===== config.mk =====
export PLATFORM = sky130hd
export DESIGN_NAME = noc_arbiter_rr
export DESIGN_NICKNAME = d
export VERILOG_FILES = /design/src/rtl/noc_arbiter_rr.sv
export SDC_FILE = /design/constraint.sdc
export NUM_CORES = 1
export LEC_CHECK = 0
export ABC_AREA = 1
export ABC_CLOCK_PERIOD_IN_PS = 7150
export BUFFER_PORTS_ARGS = -buffer_cell sky130_fd_sc_hd__buf_4
export CAP_MARGIN = 20
export CORE_MARGIN = 2
export CORE_UTILIZATION = 40
export CTS_CLUSTER_SIZE = 12
export DETAILED_ROUTE_END_ITERATION = 6
export HOLD_SLACK_MARGIN = 0.08
export PLACE_DENSITY_LB_ADDON = 0.05
export SLEW_MARGIN = 0
export SYNTH_ARGS = -nofsm -noshare
export SYNTH_HDL_FRONTEND = slang
export SYNTH_SLANG_ARGS = --single-unit

===== constraint.sdc =====
create_clock -name clk -period 7.15 [get_ports clk]
set_input_delay 1.43 -clock clk [delete_from_list [all_inputs] [get_ports clk]]
set_output_delay 1.43 -clock clk [all_outputs]
set_load 0.02 [all_outputs]

===== src/rtl/noc_arbiter_rr.sv =====
// rtl/noc_arbiter_rr.sv - round-robin NoC output-port arbiter with RTS/DCTS handshake
// Packet locking holds the port until the tail flit moves; MAX_HOLD bounds a sticky owner.
module noc_arbiter_rr #(
    parameter int NUM_PORTS   = 5,
    parameter int LOCK_PACKET = 1,
    parameter int MAX_HOLD    = 0,
    parameter int CNT_W       = 8
) (
    input  logic                 clk,
    input  logic                 rst,
    input  logic [NUM_PORTS-1:0] req,
    input  logic [NUM_PORTS-1:0] tail,
    input  logic                 DCTS,
    output logic [NUM_PORTS-1:0] grant,
    output logic [NUM_PORTS-1:0] xbar_sel,
    output logic                 RTS,
    output logic                 busy
);

    localparam int IDX_W = $clog2(NUM_PORTS);

    logic [NUM_PORTS-1:0] owner;
    logic [NUM_PORTS-1:0] next_owner;
    logic [NUM_PORTS-1:0] cand;
    logic [IDX_W-1:0]     last;
    logic [IDX_W-1:0]     next_idx;
    logic [IDX_W-1:0]     scan_idx;
    logic [CNT_W-1:0]     hold_cnt;
    logic                 locked;
    logic                 xfer;
    logic                 owner_en;
    logic                 owner_change;
    logic                 expired;
    logic                 owner_req;
    logic                 other_req;
    logic                 owner_tail;
    logic                 found;

    assign busy       = |owner;
    assign xfer       = RTS & DCTS & busy;
    assign grant      = owner & {NUM_PORTS{xfer}};
    assign xbar_sel   = owner;
    assign owner_req  = |(req & owner);
    assign other_req  = |(req & ~owner);
    assign owner_tail = |(tail & owner);
    assign expired    = (MAX_HOLD != 0) && (hold_cnt >= CNT_W'(MAX_HOLD)) && other_req;

    // A raised RTS is a promise to the downstream router: no re-arbitration until it is honoured.
    assign owner_en     = !(RTS && !DCTS);
    assign owner_change = owner_en && (next_owner != owner);

    always_comb begin
        cand       = expired ? (req & ~owner) : req;
        next_owner = '0;
        next_idx   = '0;
        scan_idx   = '0;
        found      = 1'b0;
        if (busy && (locked || (owner_req && !expired))) begin
            next_owner = owner;
        end else begin
            for (int k = 0; k < NUM_PORTS; k++) begin
                scan_idx = IDX_W'((int'(last) + 1 + k) % NUM_PORTS);
                if (!found && cand[scan_idx]) begin
                    next_owner[scan_idx] = 1'b1;
                    found                = 1'b1;
                end
            end
        end
        for (int k = 0; k < NUM_PORTS; k++) begin
            if (next_owner[k]) begin
                next_idx = IDX_W'(k);
            end
        end
    end

    always_ff @(posedge clk or negedge rst) begin
        if (!rst) begin
            owner    <= '0;
            RTS      <= 1'b0;
            last     <= IDX_W'(NUM_PORTS - 1);
            hold_cnt <= '0;
            locked   <= 1'b0;
        end else begin
            RTS <= busy && !xfer;
            if (owner_en) begin
                owner <= next_owner;
            end
            if (owner_change && (|next_owner)) begin
                last <= next_idx;
            end
            if (owner_change) begin
                hold_cnt <= '0;
            end else if (xfer && (hold_cnt != '1)) begin
                hold_cnt <= hold_cnt + CNT_W'(1);
            end
            if (LOCK_PACKET == 0) begin
                locked <= 1'b0;
            end else if (owner_en && (next_owner == '0)) begin
                locked <= 1'b0;
            end else if (xfer) begin
                locked <= !owner_tail;
            end
        end
    end

endmodule


## Word-level counts from Yosys, hierarchy flattened

Index checks and enable logic that the tools add are counted.

- Input port bits: 13
- Word-level logic and storage cells: 108
- Flip-flop bits (word level): 10
- Output and inout port bits: 12

- Reductions and logical operators: 30
- Equal/unequal tests: 1
- $lt $le $gt $ge: 10
- $add $sub $neg: 5
- Muxes and demuxes: 44
- Bitwise operators: 9
- Divide/modulo/power cells: 5

Operators by type and width:

| cell | number |
|---|---|
| $mod A32 B4 Y32 const B | 5 |
| $add A32 B3 Y32 const B | 2 |
| $mux W5 | 10 |
| $add A32 B2 Y32 const B | 1 |
| $mux W1 | 21 |
| $lt A3 B4 Y1 const B | 5 |
| $or A5 B5 Y5 | 4 |
| $reduce_or A5 Y1 | 4 |
| $and A5 B5 Y5 | 3 |
| $bmux W1 S3 | 5 |
| $demux W1 S3 | 5 |
| $ge A3 B1 Y1 const B | 5 |
| $logic_and A1 B1 Y1 | 15 |
| $mux W3 | 3 |
| $logic_not A1 Y1 | 8 |
| $add A4 B3 Y5 const B | 1 |
| $logic_not A5 Y1 | 1 |
| $ne A5 B5 Y1 | 1 |
| $add A3 B1 Y4 const B | 1 |
| $and A1 B1 Y1 | 2 |
| $reduce_bool A2 Y1 | 1 |
| $logic_or A1 B1 Y1 | 1 |

## Logic depth before layout (Yosys ltp)

Gate-level depths: netlist (run 1).

- Depth after elaboration: 26
- Gate-level depth with buffers: 42
- Depth with buffers taken out: 42

## Worst setup path before layout (run 1)

Ideal clock, no wire load.

- Path kind: reg2reg
- Start: register last[0]
- End: register last[1]
- Library setup time: 0.117 ns
- Cell stages (with the launch flop): 39
- Required time: 7.033 ns
- Arrival time: 5.067 ns
- Period minus slack after synthesis: 5.184 ns
- Setup slack: 1.966 ns
- Cells stage by stage: dfrtp_1 > buf_6 > inv_4 > ha_1 > clkinv_1 > ha_1 > nand2_1 > nand3_2 > nand2_2 > ha_1 > nand2_1 > nand3_1 > nand2_2 > ha_1 > inv_1 > nand3_1 > nand2_1 > nand3_4 > (+3 left out) > o211ai_2 > nand3_2 > nand2_2 > nand2_2 > nand2_1 > nand2_1 > nand2_2 > nand3_4 > nor2_4 > nand3_1 > nand3_1 > nand2_2 > nand2_1 > nor2_2 > nand2_2 > nand3_2 > nand2_1 > nand2_1

- Word-level cells in the longest chain between the ends: 25
- Elaborated cells between the ends (all ways): 82
- Classes of those cells: add/sub (5); div (5); order compare (10); eq/ne (1); mux (41); bitwise (4); reduce/logical (16)

Ends and longest elaborated chain:

| what | RTL line | text |
|---|---|---|
| from (decl) | 25 | `logic [IDX_W-1:0] last;` |
| from (signal assigned) | 80 | `last <= IDX_W'(NUM_PORTS - 1);` |
| from (signal assigned) | 89 | `last <= next_idx;` |
| $add A3 B1 Y4 (*) | 62 | `scan_idx = IDX_W'((int'(last) + 1 + k) % NUM_PORTS);` |
| parallel branches: the longest is 19 deep, another holds $add A32 B2 Y32 | - |  |
| $mux W5 (*) | 63 | `if (!found && cand[scan_idx]) begin` |
| $mux W5 (*) | 58 | `if (busy && (locked \|\| (owner_req && !expired))) begin` |
| $ne A5 B5 Y1 or $mux W3 (tied branches) | 50, 70 |  |
| $logic_and A1 B1 Y1 or $mux W3 (tied branches) | 50, 70 |  |
| $logic_and A1 B1 Y1 or $mux W3 (tied branches) | 88, 70 |  |

Every way passes the cells marked *. The select of a mux whose other input is x is not followed.
A chain may end at the register's enable or synchronous reset.

## Worst setup path in the final report (run 1)

- Start: register last[1]
- End: register last[1]

The elaborated chain is that of the path after synthesis.

==> results of run 1 <==
-- cells in the final DEF, fill, tap and decap left out, drive strengths merged --
cell	netlist	routed
a211oi	1	1
a21boi	1	1
a21oi	14	14
a221oi	1	1
a22o	1	1
buf	3	25
clkbuf	3	4
clkinv	2	2
dfrtp	9	9
dfstp	1	1
ha	41	41
inv	103	103
nand2	241	241
nand3	80	80
nand3b	3	3
nand4	30	30
nor2	73	73
nor2b	1	1
nor3	4	4
o2111ai	1	1
o211ai	2	2
o21a	1	1
o21ai	22	22
o21bai	1	1
o221ai	1	1
o32ai	1	1
or2	1	1
xnor2	1	1
xor2	12	12
-- stage by stage --
step	util, %	hold WS (ns)
6_report	44.8	0.567
5_1_grt	44.8	0.607
4_1_cts	44.8	0.576
3_5_place_dp	44.3	0.563
3_3_place_gp	44.3	0.555
2_1_floorplan	-	0.505
-- critical path, delay by kind of cell (launching register included) --
family,cells,cell delay [ns]
AOI/OAI and AO/OA,1,0.26
xor gates and xnor gates,1,0.28
adders and majority gates,5,1.43
buffers and inverters,5,0.76
DFF,1,0.53
and+or+nand+nor,26,2.57
-- cell type report --
class	count	area, sq um
fillers	1008	5080
multi-input cells	534	3100
inverters	105	397
flip-flops and latches	10	251
repair buffers	25	188
well taps	111	139
clock buffers	4	45.0
-- final timing paths --
| check | cells after the start | slack, ns | endpoint |
|---|---|---|---|
| max in group asynchronous | 1 | 5.91 | last[2] |
| min reg2reg | 3 | 0.57 | RTS |
| max reg2reg | 38 | 1.20 | last[1] |
| min | 3 | 0.57 | RTS |
| min in group asynchronous | 1 | 1.01 | locked |
| max | 38 | 1.20 | last[1] |
-- cells by family (layout without fill, tap and decap cells) --
| group | count (synthesis) | in the layout |
|---|---|---|
| compound gates | 47 | 47 |
| xor+xnor | 13 | 13 |
| fa+ha+maj | 41 | 41 |
| buf+inv | 111 | 134 |
| flops | 10 | 10 |
| simple gates | 433 | 433 |
-- sequential cells by signal, indices dropped and copies added (netlist names) --
signal    flops
last          3
locked        1
RTS           1
xbar_sel      5
-- per-layer routing --
metal / share of wire [%] / track usage (%) / vias to the layer above
li1: - / - / 2142
met1: 48 / 28.6 / 1855
met2: 47 / 36.5 / 67
met3: 3.4 / 0.897 / 16
met4: 1.6 / 4.57 / 0
met5: 0 / 0 / -
==> impl_results.md, run 1 <==
* Most frequently used flop master after synthesis: dfrtp_1
* GR Util All Layers at 20.9%
* Most numerous cell in the Yosys netlist: nand2_1
* Initial antenna violation count at 0
* Routed Antenna Nets at 0
* Hold Path Class: reg -> reg
* Number of global-route vias before repair at 3,823
* Syn avg cell area at 5.78 sq um
* Kind of critical path: reg -> reg
* Crit start category: register
* DRC viols at 0
* # IOs at 25
* Routed via count at 4,080
* Cell area after layout at 0.00412 sq mm
* Critical Path Fanout Max at 10
* Worst skew pair latency at 0.24 ns
* First-pass DRT Iterations at 5
* Adder-cell area share of the yosys netlist at 13.6%
* Tmin final at 5.95 ns
* Reg2reg start: last[1]
* Worst min-delay path startpoint: RTS
* Endpoints failing hold at 0
* #FFs+latches synth at 10
* Synth warn at 0
* Dpl hpwl at 8500 microns
* Port buffer count at 24
* Reg clk slew, reported paths at 0.05 ns
* WL/cell at 13.0 microns
* Final setup vio count at 0
* Initial core utilization at 41.2%
* DIE HEIGHT at 101 microns
* Initial DRC Count at 153
* CTS root buf: clkbuf_8
* Max-cap violations at 0
* Period Utilization, post-route at 83.2%
* Compound-cell area share of the yosys netlist at 8.07%
* Vias per inst at 5.17
* Peak Freq at 168 MHz
* Layout Nets at 733
* Xor and xnor area share after synthesis at 3.21%
* RSZ-0062 raised after global routing: false
* Main area contributors after synthesis: nand2_1 (21%), ha_1 (14%), inv_1 (9.4%)
* First-pass GRT wire length at 17,700 microns
* Overflow after GRT at 0
* Die Area at 0.0103 sq mm
* WP data arrival at 6.07 ns
* Post-synth top area share at 20.6%
* Slew @ Worst Pin at 0.613 ns
* Core area at 0.00920 sq mm
* Largest family of logic cells by synthesized area: simple AND/OR/NAND/NOR gates
* Setup crit end kind: register
* TritonCTS Buffers at 3
* Layout cells sized above 1 at 17.1%
* Req. time, crit path at 7.27 ns
* Most common cell on crit path: nand2_1
* Synth Area in Simple Gates at 57.0%
* Syn Inst Count at 655
* Status: finished, final reports clean
* Setup TNS Final at 0 ns
* Setup Buffers After CTS at 0
* Final Max Slew Viols at 0
* Core Rows at 35
* Post-synth top area cell: nand2_1
* Critical Path Source: last[1]
* Clock Path Buffers at 2
* Synthesized net count at 709
* Post-DP Area at 0.00407 sq mm
* Post-cts resize count at 0
* Synth-to-Final Area Change at 8.79%
* Pre-CTS setup slack at 1.22 ns
* Die extent in x at 101 microns
* EDFF count, synth at 0
* Cell variety after synth at 44
* Async SR Flop Fraction at 100%
* Post-Layout Cell Count at 789
* Multiplexer share of the synthesized area at 0%
* Cell at the slowest stage of the critical path: ha_1
* Largest net degree at the start of global routing at 21
* H-tree depth at 1
* CTS tree: built
* Relative slew slack at 58.9%
* Post-Syn Area at 0.00378 sq mm
* Clk_skew at 0.00593 ns
* Seq/Total Area, Yosys at 6.64%
* Placed Cells at 785
* GP Congestion at 0.899
* Final wirelength at 10,200 microns
* Final WS setup at 1.20 ns
* Leading cell types by count after synthesis: nand2_1 (208), inv_1 (95), nand3_1 (64), nor2_1 (54), ha_1 (41)
* Hold_buf cts at 0
* Number of diodes at 0
* CP max stage delay at 0.54 ns
* Clock sink total at 10
Power of run 1 is left out: the tool's default activity adds up to more than one toggle a clock period on the data nets, which glitch-free logic cannot reach.
==> run 2: changes to the inputs <==
--- a/config.mk
+++ b/config.mk
@@ -6,7 +6,7 @@
 export NUM_CORES = 1
 export LEC_CHECK = 0
 export ABC_AREA = 1
-export ABC_CLOCK_PERIOD_IN_PS = 7150
+export ABC_CLOCK_PERIOD_IN_PS = 5850
 export BUFFER_PORTS_ARGS = -buffer_cell sky130_fd_sc_hd__buf_4
 export CAP_MARGIN = 20
 export CORE_MARGIN = 2
==> constraint.sdc (replaced) <==
create_clock -name clk -period 5.85 [get_ports clk]
set_input_delay 1.17 -clock clk [delete_from_list [all_inputs] [get_ports clk]]
set_output_delay 1.17 -clock clk [all_outputs]
set_load 0.02 [all_outputs]
==> impl_results.md, run 2 (same netlist as run 1, synthesis figures left out) <==
* Hold WS at 0.561 ns (was 0.567 ns)
* Final wirelength at 10,300 microns (was 10,200 microns)
* Hold worst-path end: locked (was RTS)
* Final setup vio count at 0 (unchanged)
* Largest net degree at the start of global routing at 16 (was 21)
* Commonest non-fill, non-tap cell in the layout: nand2_1 (unchanged)
* Hold Path Class: reg -> reg (unchanged)
* Peak Freq at 189 MHz (was 168 MHz)
* Endpoints failing hold at 0 (unchanged)
* Kind of critical path: reg -> reg (unchanged)
* Initial antenna violation count at 0 (unchanged)
* Cell at the slowest stage of the critical path: dfstp_2 (was ha_1)
* GR Util All Layers at 20.8% (was 20.9%)
* Setup TNS Final at 0 ns (unchanged)
* Critical Path Fanout Max at 9 (was 10)
* Relative slew slack at 56.7% (was 58.9%)
* Hold_buf cts at 0 (unchanged)
* Crit start category: register (unchanged)
* Routed via count at 4,033 (was 4,080)
* Most common cell on crit path: nand2_1 (unchanged)
* WL/cell at 12.8 microns (was 13.0 microns)
* Worst skew pair latency at 0.23 ns (was 0.24 ns)
* Period Utilization, post-route at 90.4% (was 83.2%)
* RSZ-0062 raised after global routing: false (unchanged)
* GP Congestion at 0.846 (was 0.899)
* Hold path depth at 2 (was 3)
* Clk_skew at 0.00104 ns (was 0.00593 ns)
* R2R cell count at 33 (was 38)
* First-pass DRT Iterations at 4 (was 5)
* Final WS setup at 0.562 ns (was 1.20 ns)
* Die extent in x at 101 microns (unchanged)
* Worst min-delay path startpoint: locked (was RTS)
* Slew @ Worst Pin at 0.647 ns (was 0.613 ns)
* Dpl hpwl at 8460 microns (was 8500 microns)
* Clock Path Buffers at 2 (unchanged)
* Number of global-route vias before repair at 3,801 (was 3,823)
* WP data arrival at 5.41 ns (was 6.07 ns)
* CTS root buf: clkbuf_8 (unchanged)
* Most frequent cells in the layout: nand2_1 (208), inv_1 (95), nand3_1 (64) (unchanged)
* Max-cap violations at 0 (unchanged)
* Routed Antenna Nets at 0 (unchanged)
* Reg2reg end: last[1] (unchanged)
* Req. time, crit path at 5.97 ns (was 7.27 ns)
* Initial core utilization at 41.2% (unchanged)
* Status: finished, final reports clean (unchanged)
* Critical Path Source: last[2] (was last[1])
* Number of diodes at 0 (unchanged)
* Initial DRC Count at 215 (was 153)
* Clock sink total at 10 (unchanged)
* # IOs at 25 (unchanged)
* Layout cells sized above 1 at 19.6% (was 17.1%)
* Vias per inst at 5.03 (was 5.17)
* Flop2flop setup slack at 0.56 ns (was 1.20 ns)
* Final Max Slew Viols at 0 (unchanged)
* DRC viols at 0 (unchanged)
* Overflow after GRT at 0 (unchanged)
* TritonCTS Buffers at 3 (unchanged)
* Core Rows at 35 (unchanged)
* CTS tree: built (unchanged)
* First-pass GRT wire length at 17,600 microns (was 17,700 microns)
* Reg2reg start: last[2] (was last[1])
* Setup crit end kind: register (unchanged)
* Layout Nets at 745 (was 733)
* Pre-CTS setup slack at 0.309 ns (was 1.22 ns)
* Tmin final at 5.29 ns (was 5.95 ns)
* Die Area at 0.0103 sq mm (unchanged)
* H-tree depth at 1 (unchanged)
* DIE HEIGHT at 101 microns (unchanged)
* Core area at 0.00920 sq mm (unchanged)
* Synth-to-Final Area Change at 12.6% (was 8.79%)
* Number of flip-flops under the largest register name at 5 (unchanged)
* CP max stage delay at 0.65 ns (was 0.54 ns)
* Reg clk slew, reported paths at 0.05 ns (about the same)
* Port buffer count at 24 (unchanged)
[run 2: cell count changes in the layout (fill, tap and decap cells not counted)]
cell | before | now
ha_1 | 41 | 37
nand2_4 | 3 | 4
buf_6 | 0 | 1
dfrtp_2 | 0 | 1
ha_4 | 0 | 2
buf_4 | 25 | 36
dfrtp_1 | 9 | 8
clkbuf_8 | 3 | 4
ha_2 | 0 | 2
clkbuf_1 | 1 | 0
nor2_2 | 10 | 11
nand2_2 | 30 | 29
nor2_1 | 54 | 53
[run 2: what timing repair did]
| action | 4_1_cts | 5_1_grt |
|---|---|---|
| resized for setup | 0 | 10 |
| setup buffers | 0 | 6 |
| setup endpoints to repair | 0 | 8 |
[run 2: per-layer routing]
metal / GRT usage [%] / routed length (microns)
met5: 0 / 0
met4: 2.18 / 10
met3: 0.621 / 162
met2: 36.0 / 4840
met1: 29.8 / 5260
[run 2: worst max-delay path by stage]
stage	end	slack, ns	cells past startpoint
6_report	last[1]	0.56	33
5_1_grt	last[1]	0.02	33
4_1_cts	last[2]	0.28	40
3_5_place_dp	locked	0.31	39
3_3_place_gp	locked	0.36	38
2_1_floorplan	last[1]	0.67	38
[run 2: cell type report]
type / instances / area [sq um]
clock buffer: 4 / 55.1
sequential: 10 / 253
timing repair buffer: 37 / 282
multi-input combinational: 534 / 3140
fill: 1021 / 4940
inverter: 105 / 397
tap: 111 / 139
[run 2: worst max-delay path: cells and delay by family (launching register included)]
kind | cells | cell delay (ns)
fa+ha+maj | 3 | 0.65
xor+xnor | 3 | 0.67
simple gates | 18 | 1.98
flops | 1 | 0.65
compound gates | 4 | 0.68
buf+inv | 5 | 0.52
[run 2: metrics by stage]
stage,std cells,utilization [%],cell area (sq um)
5_1_grt,801,46.3,4260
3_5_place_dp,791,44.8,4120
3_3_place_gp,791,44.8,4120
4_1_cts,795,45.4,4170
2_1_floorplan,655,-,3780
6_report,801,46.3,4260
Power of run 2 is left out for the same reason.
